===== src/rtl/hyper_sched_pkg.sv =====
// rtl/hyper_sched_pkg.sv - shared types and SoC-derived defaults for the HyperBus PHY scheduler
package hyper_sched_pkg;

    localparam logic [63:0] HYAXIBase           = 64'h8000_0000;
    localparam logic [63:0] HyperRamSize        = 64'h400_0000;
    localparam int unsigned HyperbusNumPhys     = 2;
    localparam int unsigned NumChipsPerHyperbus = 2;
    localparam int unsigned DefNumReq           = 4;
    localparam int unsigned DefLenW             = 8;

    typedef enum logic [1:0] {
        IDLE  = 2'd0,
        ISSUE = 2'd1,
        BURST = 2'd2
    } phy_state_e;

    typedef struct packed {
        logic [NumChipsPerHyperbus-1:0]   cs;
        logic [$clog2(HyperRamSize)-1:0]  addr;
        logic [DefLenW-1:0]               len;
        logic                             write;
        logic [$clog2(DefNumReq)-1:0]     id;
    } hyper_cmd_t;

endpackage


===== src/rtl/hyper_phy_fsm.sv =====
// rtl/hyper_phy_fsm.sv - per-PHY command issue and burst completion sequencer
module hyper_phy_fsm
    import hyper_sched_pkg::*;
#(
    parameter int unsigned CsW   = NumChipsPerHyperbus,
    parameter int unsigned AddrW = $clog2(HyperRamSize),
    parameter int unsigned LenW  = DefLenW,
    parameter int unsigned IdW   = $clog2(DefNumReq),
    parameter type         cmd_t = hyper_cmd_t
) (
    input  logic             clk_i,
    input  logic             rst_ni,
    input  logic             gnt_i,
    input  cmd_t             cmd_i,
    output logic             idle_o,
    output logic             phy_valid_o,
    input  logic             phy_ready_i,
    output logic [CsW-1:0]   phy_cs_o,
    output logic [AddrW-1:0] phy_addr_o,
    output logic [LenW-1:0]  phy_len_o,
    output logic             phy_write_o,
    input  logic             phy_beat_i,
    output logic             done_valid_o,
    output logic [IdW-1:0]   done_id_o
);

    phy_state_e          state_q, state_d;
    cmd_t                cmd_q;
    logic [LenW-1:0]     cnt_q;
    logic                done_q;
    logic [IdW-1:0]      done_id_q;
    logic                last_beat;

    always_ff @(posedge clk_i) begin
        if (!rst_ni) begin
            state_q <= IDLE;
        end else begin
            state_q <= state_d;
        end
    end

    // cnt holds the beats still owed after the current one, so zero marks the last beat
    always_ff @(posedge clk_i) begin
        if (!rst_ni) begin
            cmd_q     <= '0;
            cnt_q     <= '0;
            done_q    <= 1'b0;
            done_id_q <= '0;
        end else begin
            if (gnt_i && state_q == IDLE) begin
                cmd_q <= cmd_i;
            end
            if (state_q == ISSUE && phy_ready_i) begin
                cnt_q <= cmd_q.len;
            end else if (state_q == BURST && phy_beat_i) begin
                cnt_q <= cnt_q - LenW'(1);
            end
            done_q    <= last_beat;
            done_id_q <= last_beat ? cmd_q.id : '0;
        end
    end

    always_comb begin
        state_d     = state_q;
        last_beat   = 1'b0;
        idle_o      = 1'b0;
        phy_valid_o = 1'b0;
        phy_cs_o    = '0;
        phy_addr_o  = cmd_q.addr;
        phy_len_o   = cmd_q.len;
        phy_write_o = cmd_q.write;
        case (state_q)
            IDLE: begin
                idle_o = 1'b1;
                if (gnt_i) begin
                    state_d = ISSUE;
                end
            end
            ISSUE: begin
                phy_valid_o = 1'b1;
                phy_cs_o    = cmd_q.cs;
                if (phy_ready_i) begin
                    state_d = BURST;
                end
            end
            BURST: begin
                if (phy_beat_i && cnt_q == '0) begin
                    last_beat = 1'b1;
                    state_d   = IDLE;
                end
            end
            default: state_d = IDLE;
        endcase
    end

    assign done_valid_o = done_q;
    assign done_id_o    = done_id_q;

endmodule


===== src/rtl/hyper_phy_sched.sv =====
// rtl/hyper_phy_sched.sv - address decode and round-robin sharing of HyperBus PHYs among burst requesters
module hyper_phy_sched
    import hyper_sched_pkg::*;
#(
    parameter int unsigned NumReq   = DefNumReq,
    parameter int unsigned NumPhys  = HyperbusNumPhys,
    parameter int unsigned NumChips = NumChipsPerHyperbus,
    parameter logic [63:0] RamSize  = HyperRamSize,
    parameter logic [63:0] BaseAddr = HYAXIBase,
    parameter int unsigned LenW     = DefLenW
) (
    input  logic                                  clk_i,
    input  logic                                  rst_ni,
    input  logic [NumReq-1:0]                     req_valid_i,
    output logic [NumReq-1:0]                     req_ready_o,
    input  logic [NumReq*32-1:0]                  req_addr_i,
    input  logic [NumReq*LenW-1:0]                req_len_i,
    input  logic [NumReq-1:0]                     req_write_i,
    output logic                                  req_err_o,
    output logic [$clog2(NumReq)-1:0]             req_err_id_o,
    output logic [NumPhys-1:0]                    phy_valid_o,
    input  logic [NumPhys-1:0]                    phy_ready_i,
    output logic [NumPhys*NumChips-1:0]           phy_cs_o,
    output logic [NumPhys*$clog2(RamSize)-1:0]    phy_addr_o,
    output logic [NumPhys*LenW-1:0]               phy_len_o,
    output logic [NumPhys-1:0]                    phy_write_o,
    input  logic [NumPhys-1:0]                    phy_beat_i,
    output logic [NumPhys-1:0]                    done_valid_o,
    output logic [NumPhys*$clog2(NumReq)-1:0]     done_id_o
);

    localparam int unsigned IdW      = $clog2(NumReq);
    localparam int unsigned AddrW    = $clog2(RamSize);
    localparam logic [63:0] ChipSpan = RamSize * 64'(NumChips);
    localparam logic [63:0] WinSize  = ChipSpan * 64'(NumPhys);

    typedef struct packed {
        logic [NumChips-1:0] cs;
        logic [AddrW-1:0]    addr;
        logic [LenW-1:0]     len;
        logic                write;
        logic [IdW-1:0]      id;
    } cmd_t;

    logic [NumReq-1:0]   dec_err;
    logic [NumReq-1:0]   eligible;
    logic [NumPhys-1:0]  dec_phy_oh [NumReq];
    logic [NumChips-1:0] dec_cs     [NumReq];
    logic [AddrW-1:0]    dec_local  [NumReq];
    logic [NumPhys-1:0]  phy_idle;
    logic [NumPhys-1:0]  phy_gnt;

    logic [IdW-1:0]      rr_q;
    logic                gnt_valid;
    logic [IdW-1:0]      gnt_id;
    logic                gnt_err;
    cmd_t                gnt_cmd;
    logic                err_q;
    logic [IdW-1:0]      err_id_q;

    for (genvar i = 0; i < NumReq; i++) begin : g_dec
        logic [63:0]         addr64;
        logic [63:0]         off;
        logic [63:0]         q_phy;
        logic [63:0]         q_chip;
        logic [NumPhys-1:0]  phy_oh;

        assign addr64 = {32'h0, req_addr_i[i*32 +: 32]};
        assign off    = addr64 - BaseAddr;
        assign q_phy  = off / ChipSpan;
        assign q_chip = (off / RamSize) % 64'(NumChips);

        assign dec_err[i]   = (addr64 < BaseAddr) || (off >= WinSize);
        assign dec_local[i] = off[AddrW-1:0];

        for (genvar p = 0; p < NumPhys; p++) begin : g_phy
            assign phy_oh[p] = (q_phy == 64'(p));
        end
        for (genvar c = 0; c < NumChips; c++) begin : g_chip
            assign dec_cs[i][c] = (q_chip == 64'(c));
        end
        assign dec_phy_oh[i] = phy_oh;

        // error requests never touch a PHY, so they compete regardless of PHY occupancy
        assign eligible[i] = req_valid_i[i] && (dec_err[i] || (|(phy_oh & phy_idle)));
    end

    always_comb begin
        int unsigned idx;
        idx       = 0;
        gnt_valid = 1'b0;
        gnt_id    = '0;
        for (int unsigned k = 0; k < NumReq; k++) begin
            idx = (32'(rr_q) + k) % NumReq;
            if (!gnt_valid && eligible[idx]) begin
                gnt_valid = 1'b1;
                gnt_id    = IdW'(idx);
            end
        end
    end

    assign gnt_err     = dec_err[gnt_id];
    assign req_ready_o = gnt_valid ? (NumReq'(1) << gnt_id) : '0;

    always_comb begin
        gnt_cmd       = '0;
        gnt_cmd.cs    = dec_cs[gnt_id];
        gnt_cmd.addr  = dec_local[gnt_id];
        gnt_cmd.len   = req_len_i[gnt_id*LenW +: LenW];
        gnt_cmd.write = req_write_i[gnt_id];
        gnt_cmd.id    = gnt_id;
        for (int unsigned p = 0; p < NumPhys; p++) begin
            phy_gnt[p] = gnt_valid && !gnt_err && dec_phy_oh[gnt_id][p];
        end
    end

    always_ff @(posedge clk_i) begin
        if (!rst_ni) begin
            rr_q     <= '0;
            err_q    <= 1'b0;
            err_id_q <= '0;
        end else begin
            if (gnt_valid) begin
                rr_q <= (gnt_id == IdW'(NumReq - 1)) ? '0 : gnt_id + IdW'(1);
            end
            err_q    <= gnt_valid && gnt_err;
            err_id_q <= (gnt_valid && gnt_err) ? gnt_id : '0;
        end
    end

    assign req_err_o    = err_q;
    assign req_err_id_o = err_id_q;

    for (genvar p = 0; p < NumPhys; p++) begin : g_fsm
        hyper_phy_fsm #(
            .CsW   (NumChips),
            .AddrW (AddrW),
            .LenW  (LenW),
            .IdW   (IdW),
            .cmd_t (cmd_t)
        ) u_fsm (
            .clk_i        (clk_i),
            .rst_ni       (rst_ni),
            .gnt_i        (phy_gnt[p]),
            .cmd_i        (gnt_cmd),
            .idle_o       (phy_idle[p]),
            .phy_valid_o  (phy_valid_o[p]),
            .phy_ready_i  (phy_ready_i[p]),
            .phy_cs_o     (phy_cs_o[p*NumChips +: NumChips]),
            .phy_addr_o   (phy_addr_o[p*AddrW +: AddrW]),
            .phy_len_o    (phy_len_o[p*LenW +: LenW]),
            .phy_write_o  (phy_write_o[p]),
            .phy_beat_i   (phy_beat_i[p]),
            .done_valid_o (done_valid_o[p]),
            .done_id_o    (done_id_o[p*IdW +: IdW])
        );
    end

endmodule


===== config.mk =====
export PLATFORM = sky130hd
export DESIGN_NAME = hyper_phy_sched
export DESIGN_NICKNAME = d
export VERILOG_FILES = /design/src/rtl/hyper_sched_pkg.sv /design/src/rtl/hyper_phy_fsm.sv /design/src/rtl/hyper_phy_sched.sv
export SDC_FILE = /design/constraint.sdc
export NUM_CORES = 1
export LEC_CHECK = 0
export BUFFER_PORTS_ARGS = -buffer_cell sky130_fd_sc_hd__buf_2
export CORE_MARGIN = 3
export CORE_UTILIZATION = 53
export CTS_CLUSTER_DIAMETER = 120
export DETAILED_ROUTE_END_ITERATION = 12
export GPL_TIMING_DRIVEN = 0
export PLACE_DENSITY = 0.92
export SLEW_MARGIN = 15
export SYNTH_ARGS = -nofsm -noshare
export SYNTH_HDL_FRONTEND = slang
export SYNTH_SLANG_ARGS = --single-unit

===== constraint.sdc =====
create_clock -name clk_i -period 6.9 [get_ports clk_i]
set_input_delay 0.345 -clock clk_i [delete_from_list [all_inputs] [get_ports clk_i]]
set_output_delay 0.345 -clock clk_i [all_outputs]
set_load 0.01 [all_outputs]

==> impl_metrics.tcl <==
set metrics [dict create \
    switching_share_pct 33.2 \
    synth_edf_count 0 \
    leakagePower_nw 4.29 \
    syn_to_final_growth_pct 27.3 \
    final_common_cell "buf_2" \
    vias 6528 \
    synthArstFlopShare_pct 0 \
    path_max_fanout 11 \
    synth_area_leader_cell "dfxtp_1" \
    die_x_um 117 \
    p_int_w 0.00112 \
    holdCritPathClass "in2reg" \
    switchingPower_w 0.000557 \
    synthCells 769 \
    firstDrtPassIters 5 \
    clkSinkCount 109 \
    max_slew.worst_pin.slew_ns 1.08 \
    core_mm2 0.0117 \
    wire_per_inst_um 17.0 \
    synth.top_cell.area_share_pct 33.6 \
    start_util_pct 55.5 \
    postCtsHoldBufs 0 \
    dieArea_mm2 0.0136 \
    overflow 0 \
    worstSetupStartpointType "flop" \
    post_cts_buffers 0 \
    drv_cap 0 \
    cts_max_path_buffers 2 \
    final_core_util_pct 70.7 \
    pin_count 263 \
    cts_tree "done" \
    min_period_over_period_pct 56.5 \
    drc_errors 0 \
    synth.distinct_cells 56 \
    core.rowCount 39 \
    grt_max_degree 20 \
    via_per_inst 5.49 \
    synth_area_mm2 0.00650 \
    skew_ns 0.0171 \
    grt_pass1_vias 6045 \
    setup-tns-final_ns 0 \
    cts_resized 0 \
    gp_congestion 0.960 \
    ys_ff_latch 109 \
    synth_ff_type "dfxtp_1" \
    yosys-top-cells-area "dfxtp_1, mux2i_1, buf_4" \
    drive_gt1_share_pct 35.9 \
    fmax_ghz 0.257 \
    grt_antenna_before_repair 0 \
    numPortBuffers 262 \
    worstSetupPathType "reg2out" \
    rsz0062_at_grt "no" \
    powerDensity_mw_per_mm2 202 \
    final_cell_mix "buf_2, mux2i_1, nand2_1" \
    dp_hpwl_mm 16.2 \
    period_needed_ns 3.90 \
    clkLatencyLatePin_ns 0.35 \
    grt_pass1_wl_mm 30.1 \
    hold_viol_final 0 \
    die_height_um 117 \
    combPwrFrac_pct 31.4 \
    endpoint_kind "output pin" \
    clkTransAtPathRegs_ns 0.07 \
    grtUsageTotal_pct 28.6 \
    clock-root-buffer "clkbuf_16" \
    drt_iter0_drc 482 \
    wirelength_mm 20.3 \
    crit_required_ns 6.55 \
    finalSetupViolCount 0 \
    final_nets 1222 \
    n_antenna_cell 0 \
    status "finished clean" \
    arrival_ns 3.55 \
    slew_headroom_pct 27.9 \
    htreeDepth 3 \
    ys_seq_area_share_pct 33.6 \
    syn_avg_cell_area_um2 8.46 \
    final_max_slew_viol_count 0 \
    numCtsBuffers 9 \
    pwr-share-seq_pct 38.8 \
    ir_worst_vdd_mv 0.170 \
    ys_warn_count 0 \
    ant_nets 0 \
    syn_nets 949 \
    power_frac_clock_pct 29.8 \
]
## worst paths after layout
| check | start | end | slack (ns) | cells after the start |
|---|---|---|---|---|
| hold reg to reg | g_fsm[0].u_fsm.phy_addr_o[20] | g_fsm[0].u_fsm.phy_addr_o[20] | 0.45 | 2 |
| hold / removal | phy_ready_i[1] | g_fsm[1].u_fsm.state_q[0] | 0.34 | 3 |
| setup / recovery | g_fsm[0].u_fsm.state_q[1] | req_ready_o[3] | 3.00 | 11 |
| setup reg to reg | g_fsm[0].u_fsm.state_q[1] | g_fsm[0].u_fsm.phy_addr_o[9] | 3.07 | 9 |
## cells by family (layout without fill, tap and decap cells)
group           Yosys count  after routing  synth area share, %
compound gates          105            105                 10.6
fa+ha+maj                 6              6                 1.15
buf+inv                 139            417                 12.9
flops                   109            109                 33.6
mux                     150            150                 23.3
simple gates            260            260                 18.5
## sequential cells by signal (all words and copies together), names as in the netlist
register and count:
g_fsm.u_fsm.phy_len_o 16, g_fsm.u_fsm.cnt_q 16, g_fsm.u_fsm.done_valid_o 2, g_fsm.u_fsm.phy_addr_o 52
g_fsm.u_fsm.phy_write_o 2, g_fsm.u_fsm.cmd_q 8, rr_q 2, req_err_id_o 2
g_fsm.u_fsm.done_id_o 4, req_err_o 1, g_fsm.u_fsm.state_q 4
## metal layers
metal	wire length (um)	GRT usage (%)	up-vias
li1	-	-	3158
met1	8160	33.3	3014
met2	10000	51.1	305
met3	1500	6.58	51
met4	605	10.2	0
met5	0	0	-
## per-stage QoR
step	total power, W	area [um^2]	setup WS (ns)	cells	hold slack (ns)
finish	0.00168	8280	3.00	1190	0.337
global route	0.00175	8280	2.81	1190	0.322
CTS	0.00168	8280	3.04	1190	0.319
detailed placement	0.00119	7990	2.82	1174	0.441
global placement	0.00118	7990	2.88	1174	0.437
floorplan	0.00101	6500	3.54	769	0.429
## power groups by stage
stage / sequential [W] / clock, W / combinational [W]
2_1_floorplan: 0.000664 / 0 / 0.000351
3_3_place_gp: 0.000664 / 0 / 0.000514
3_5_place_dp: 0.000664 / 0 / 0.000523
4_1_cts: 0.000650 / 0.000501 / 0.000525
5_1_grt: 0.000652 / 0.000528 / 0.000566
6_report: 0.000650 / 0.000499 / 0.000526
## synth_stat cells (all sizes together) (8+ instances only)
cell type	count
a21oi	20
and2	14
nand3	39
nand2	129
a221oi	8
o21ai	44
inv	13
dfxtp	109
clkbuf	31
nor3	13
nor2	30
buf	94
mux2i	149
## critical path, cell delays in order (launching register included)
cell      delay (ns)
dfxtp_1         0.31
clkbuf_1        0.39
nor3_1          0.20
o311a_1         0.34
o311ai_1        0.38
nand2_1         0.17
clkinv_1        0.19
buf_2           0.32
buf_2           0.42
ha_1            0.20
and2_1          0.14
buf_2           0.14
## cell type report
class / count / area (um^2)
buffer: 125 / 785
clock buffer: 10 / 229
clock inverter: 6 / 53.8
fill: 963 / 3440
inverter: 14 / 52.6
multi-input combinational: 521 / 3480
sequential: 109 / 2180
tap: 143 / 179
timing repair buffer: 262 / 1310
Power figures use the tool's default switching activity.
